<file path="config.mk">
export PLATFORM = sky130hd
export DESIGN_NAME = stream_write_scheduler
export DESIGN_NICKNAME = d
export VERILOG_FILES = /design/src/rtl/stream_write_scheduler.sv
export SDC_FILE = /design/constraint.sdc
export NUM_CORES = 1
export LEC_CHECK = 0
export ABC_AREA = 0
export BUFFER_PORTS_ARGS = -buffer_cell sky130_fd_sc_hd__buf_2
export CORE_UTILIZATION = 45
export CTS_CLUSTER_DIAMETER = 30
export DETAILED_ROUTE_END_ITERATION = 10
export HOLD_SLACK_MARGIN = 0.03
export PLACE_DENSITY = 0.6
export RECOVER_POWER = 50
export SYNTH_ARGS = -nofsm -noshare
export SYNTH_HDL_FRONTEND = slang
export SYNTH_SLANG_ARGS = --single-unit
</file>
<file path="constraint.sdc">
create_clock -name clk -period 9 [get_ports clk]
set_input_delay 2.25 -clock clk [delete_from_list [all_inputs] [get_ports clk]]
set_output_delay 2.25 -clock clk [all_outputs]
set_load 0.01 [all_outputs]
</file>
<file path="src/rtl/stream_write_scheduler.sv">
// Stream test write scheduler: captures generator words into a small FIFO and
// drains them to the SDRAM write port as fixed-length bursts at incrementing addresses.
module stream_write_scheduler #(
    parameter int DEPTH       = 8,
    parameter int BURST_LEN   = 4,
    parameter int WORDS_TOTAL = 1024,
    parameter int ADDR_W      = 22
) (
    input  logic              clk,
    input  logic              n_rst,
    input  logic              start,
    output logic              gen_en,
    input  logic [31:0]       s32,
    input  logic              n32rdy,
    output logic              wr_req,
    input  logic              wr_ack,
    output logic [ADDR_W-1:0] wr_addr,
    output logic [31:0]       wr_data,
    output logic              wr_data_valid,
    output logic              busy,
    output logic              done,
    output logic              overflow
);

    localparam int PTR_W = (DEPTH > 1) ? $clog2(DEPTH) : 1;
    localparam int CNT_W = $clog2(DEPTH) + 1;
    localparam int WC_W  = $clog2(WORDS_TOTAL) + 1;
    localparam int BC_W  = (BURST_LEN > 1) ? $clog2(BURST_LEN) : 1;

    typedef enum logic [2:0] {S_IDLE, S_RUN, S_REQ, S_BURST, S_DONE} state_t;

    state_t            state_q, state_d;
    logic [PTR_W-1:0]  wr_ptr_q, wr_ptr_d, rd_ptr_q, rd_ptr_d;
    logic [CNT_W-1:0]  fifo_count_q, fifo_count_d;
    logic [WC_W-1:0]   captured_q, captured_d, written_q, written_d;
    logic [BC_W-1:0]   beat_q, beat_d;
    logic [ADDR_W-1:0] addr_q, addr_d;
    logic              overflow_q, overflow_d;
    logic              gen_en_q, gen_en_d, wr_req_q, wr_req_d;
    logic              valid_q, valid_d, busy_q, busy_d, done_q, done_d;
    logic              pop, push_try, push, fifo_full;

    logic [31:0] mem [DEPTH];

    assign fifo_full = (fifo_count_q == CNT_W'(DEPTH));
    assign pop       = valid_q;
    assign push_try  = gen_en_q & n32rdy;
    // A full FIFO still accepts a word when the head leaves in the same cycle.
    assign push      = push_try & (~fifo_full | pop);

    always_comb begin
        state_d      = state_q;
        wr_ptr_d     = wr_ptr_q;
        rd_ptr_d     = rd_ptr_q;
        fifo_count_d = fifo_count_q;
        captured_d   = captured_q;
        written_d    = written_q;
        beat_d       = beat_q;
        addr_d       = addr_q;
        overflow_d   = overflow_q;

        if (push) begin
            wr_ptr_d   = wr_ptr_q + 1'b1;
            captured_d = captured_q + 1'b1;
        end else if (push_try) begin
            overflow_d = 1'b1;
        end
        if (pop) begin
            rd_ptr_d = rd_ptr_q + 1'b1;
        end
        if (push && !pop) begin
            fifo_count_d = fifo_count_q + 1'b1;
        end else if (pop && !push) begin
            fifo_count_d = fifo_count_q - 1'b1;
        end

        case (state_q)
            S_IDLE, S_DONE: begin
                if (start) begin
                    state_d      = S_RUN;
                    captured_d   = '0;
                    written_d    = '0;
                    addr_d       = '0;
                    overflow_d   = 1'b0;
                    wr_ptr_d     = '0;
                    rd_ptr_d     = '0;
                    fifo_count_d = '0;
                end
            end
            S_RUN: begin
                if (fifo_count_q >= CNT_W'(BURST_LEN)) begin
                    state_d = S_REQ;
                end else if (written_q == WC_W'(WORDS_TOTAL)) begin
                    state_d = S_DONE;
                end
            end
            S_REQ: begin
                if (wr_ack) begin
                    state_d = S_BURST;
                    beat_d  = '0;
                end
            end
            S_BURST: begin
                beat_d = beat_q + 1'b1;
                if (beat_q == BC_W'(BURST_LEN - 1)) begin
                    addr_d    = addr_q + ADDR_W'(BURST_LEN);
                    written_d = written_q + WC_W'(BURST_LEN);
                    state_d   = S_RUN;
                end
            end
            default: state_d = S_IDLE;
        endcase

        busy_d   = (state_d == S_RUN) || (state_d == S_REQ) || (state_d == S_BURST);
        gen_en_d = busy_d && (captured_d < WC_W'(WORDS_TOTAL));
        wr_req_d = (state_d == S_REQ);
        valid_d  = (state_d == S_BURST);
        done_d   = (state_d == S_DONE);
    end

    always_ff @(posedge clk or negedge n_rst) begin
        if (!n_rst) begin
            state_q      <= S_IDLE;
            wr_ptr_q     <= '0;
            rd_ptr_q     <= '0;
            fifo_count_q <= '0;
            captured_q   <= '0;
            written_q    <= '0;
            beat_q       <= '0;
            addr_q       <= '0;
            overflow_q   <= 1'b0;
            gen_en_q     <= 1'b0;
            wr_req_q     <= 1'b0;
            valid_q      <= 1'b0;
            busy_q       <= 1'b0;
            done_q       <= 1'b0;
        end else begin
            state_q      <= state_d;
            wr_ptr_q     <= wr_ptr_d;
            rd_ptr_q     <= rd_ptr_d;
            fifo_count_q <= fifo_count_d;
            captured_q   <= captured_d;
            written_q    <= written_d;
            beat_q       <= beat_d;
            addr_q       <= addr_d;
            overflow_q   <= overflow_d;
            gen_en_q     <= gen_en_d;
            wr_req_q     <= wr_req_d;
            valid_q      <= valid_d;
            busy_q       <= busy_d;
            done_q       <= done_d;
        end
    end

    always_ff @(posedge clk) begin
        if (push) begin
            mem[wr_ptr_q] <= s32;
        end
    end

    assign gen_en        = gen_en_q;
    assign wr_req        = wr_req_q;
    assign wr_addr       = addr_q;
    // Gated so the port reads zero outside bursts, including straight after reset.
    assign wr_data       = valid_q ? mem[rd_ptr_q] : 32'h0;
    assign wr_data_valid = valid_q;
    assign busy          = busy_q;
    assign done          = done_q;
    assign overflow      = overflow_q;

endmodule

</file>
==> summary.txt <==
Clock tree
  – Post-CTS Setup Bufs: 0
  – Max clock buf depth: 3
  – CTS tree: yes
  – Clock slew at reported path FFs: 0.05 ns
  – Hold_buf cts: 0
  – TritonCTS Buffers: 59
  – Root buffer cell: clkbuf_16
  – Latest clock arrival within the worst-skew pair: 0.59 ns
  – CTS H-tree depth: 2
  – # resized after CTS: 0
  – Clock Sinks: 317

Floorplanning
  – Die area: 29370 sq um
  – # rows: 61
  – Initial Util: 46.09%
  – Die span in y: 171.4 um
  – Core box area: 28010 sq um
  – I/O pins: 97
  – Die Width: 171.4 um

Global routing
  – Initial antenna violation count: 0
  – GR Overflow Total: 0
  – First-pass GRT wire length: 40.52 mm
  – Largest net degree at the start of global routing: 67
  – Total GRT Usage: 18.51%
  – Vias in the first global route: 7233

Layout
  – # fillers: 2157
  – Fin nets: 908
  – Antenna cell count: 0
  – Share of layout cells above drive strength 1: 26.81%
  – Area of the multi-input gates: 3542 sq um
  – Sequential standard cell area: 9220 sq um
  – P&R area growth vs syn: 22.70%
  – Final core occ: 56.55%

Detailed routing
  – Vias per Instance: 5.424
  – Vias: 6986
  – DRT Pass-1 Iters: 4
  – Routed wire length per instance: 20.26 um
  – 1st-iter DRT viols: 399
  – Final wirelength: 26.09 mm
  – DRC: 0
  – Antenna viol nets, final: 0

Job
  – Number of max-cap violations: 2

Placed design
  – GPL Wtd Cong: 0.8176
  – Port buffer count: 94
  – Dpl hpwl: 13.90 mm

STA
  – Worst Clk Skew: 0.02609 ns
  – Max Clk Rate: 0.1857 GHz
  – Fin Hold WS: 0.4971 ns
  – Final Critical Period: 5.384 ns
  – Slew headroom: -123.1%
  – Setup violators final: 0
  – RSZ-0062 raised after global routing: false
  – Slew Limit Fails: 111
  – Total Neg Setup Slack: 0 ns
  – Worst slew pin tran: 3.346 ns
  – Final hold viol count: 0
  – Crit share post-route: 59.82%

Yosys
  – Synth Area per Inst: 17.71 sq um
  – Post-Syn Area: 12910 sq um
  – Most used flip-flop cell after synthesis: edfxtp_1
  – Post-synthesis register bit count: 317
  – Gate Count Post-Synth: 729
  – YS warnings: 0
  – Synth async-reset ratio: 19.24%
  – Post-synth EDFFs: 256
  – Seq/Total Area, Yosys: 71.37%
  – Synth unique cells: 55

Worst hold path
  – Worst hold path class: reg2reg

Critical path
  – WP data arrival: 3.13 ns
  – Crit Path Max Fanout: 34
  – Setup Crit Path Kind: reg2out
  – CP Data Required Time: 6.75 ns
  – CP Capture Type: output pin
  – Startpoint types: flop

Power and ir drop
  – Leak Pwr: 5.657 nW
  – PD cells: 340.2 nW/um^2
  – Maximum vdd drop: 0.1970 mV

Status
  – Failing checks: max-capacitance violations, max-slew violations
  – Outcome: finished with violations
==> kinds of logic (layout without fill, tap and decap cells) <==
family	count (synthesis)	count (layout)	synth area share, %
adders and majority gates	9	9	0.8723
AOI/OAI and AO/OA	64	64	3.198
buffers and inverters	46	226	1.580
other	1	2	0.02905
and+or+nand+nor	169	169	7.434
DFF	317	317	71.37
xor gates and xnor gates	23	23	1.560
muxes	100	100	13.96
==> synth_stat cells, drive strengths merged, types with 4 or more instances <==
master | count | area share (%)
buf | 13 | 0.61
clkbuf | 24 | 0.71
nand4 | 13 | 0.63
dfrtp | 61 | 12
xnor2 | 5 | 0.34
nand3 | 18 | 0.70
and2 | 5 | 0.24
nand2 | 20 | 0.58
a21oi | 20 | 0.78
or4 | 11 | 0.64
xor2 | 18 | 1.2
nor2b | 34 | 1.6
o31ai | 11 | 0.64
nor2 | 34 | 0.99
mux4 | 64 | 11
o21ai | 13 | 0.50
mux2i | 36 | 2.8
ha | 9 | 0.87
and4 | 7 | 0.47
inv | 9 | 0.26
or3 | 4 | 0.19
edfxtp | 256 | 60
==> path summary, 6_finish.rpt <==
kind,endpoint,slack (ns),cells past startpoint,start
hold reg to reg,beat_q[0],0.50,1,beat_q[0]
max in group asynchronous,rd_ptr_q[0],3.76,2,n_rst
setup / recovery,wr_data[6],3.62,5,rd_ptr_q[0]
setup reg to reg,wr_addr[11],5.20,5,state_q[0]
hold / removal,beat_q[0],0.50,1,beat_q[0]
min in group asynchronous,captured_q[8],2.89,2,n_rst
==> state kept, by name (all words and copies together) (netlist names) <==
signal	count
captured_q	11
busy	1
overflow	1
done	1
gen_en	1
beat_q	2
wr_ptr_q	3
written_q	9
wr_addr	20
wr_data_valid	1
wr_req	1
state_q	3
rd_ptr_q	3
mem	256
fifo_count_q	4
==> placed cells by master (no fill, tap or decap), types with 5 or more instances in the layout <==
cell type	n
edfxtp_1	256
mux4_2	64
buf_2	61
clkbuf_16	59
dfrtp_1	58
clkbuf_1	42
mux2i_1	36
nor2b_1	34
nor2_1	33
nand2_1	20
a21oi_1	20
xor2_1	18
nand3_1	18
nand4_1	13
o21ai_0	13
clkinv_2	12
buf_4	12
or4_1	11
o31ai_1	11
inv_1	9
ha_1	9
bufinv_16	9
clkinv_1	8
and4_1	7
and2_1	5
xnor2_1	5
==> routing by layer <==
layer	share of wire (%)	up-vias	track usage, %
met4	2.0	0	6.211
met5	0	-	0
met3	5.6	47	3.659
li1	-	3184	-
met1	42	3558	23.77
met2	51	197	31.51
==> final cells by class <==
class                      count  share of cell area (%)
clock buffer                  66                   9.487
clock inverter                43                   3.420
inverter                       9                  0.2133
multi-input combinational    367                   22.36
sequential                   317                   58.21
tap                          378                   2.986
timing repair buffer         108                   3.325
==> through the flow <==
stage | std cells | power, W | cell area [sq um] | setup slack [ns]
6_report | 1288 | 0.005389 | 15840 | 3.616
3_5_place_dp | 1179 | 0.003250 | 13850 | 4.121
5_1_grt | 1288 | 0.005641 | 15840 | 2.781
3_3_place_gp | 1179 | 0.003216 | 13850 | 4.120
2_1_floorplan | 730 | 0.002854 | 12910 | 2.240
4_1_cts | 1288 | 0.005464 | 15890 | 3.499
==> report_power, final <==
part / switching, W / total, W / leakage, nW / internal, W
clock network: 0.000729 / 0.00219 / 0.987 / 0.00146
logic: 0.000628 / 0.00119 / 1.55 / 0.000566
registers: 0.000171 / 0.00200 / 3.12 / 0.00183
==> worst max-delay path: stages, from the launching register on <==
cell     delay (ns)
dfrtp_4        0.85
buf_4          0.68
mux4_2         0.58
mux2i_1        0.19
nor2b_1        0.07
buf_2          0.14
(Power assumes the default switching activity.)
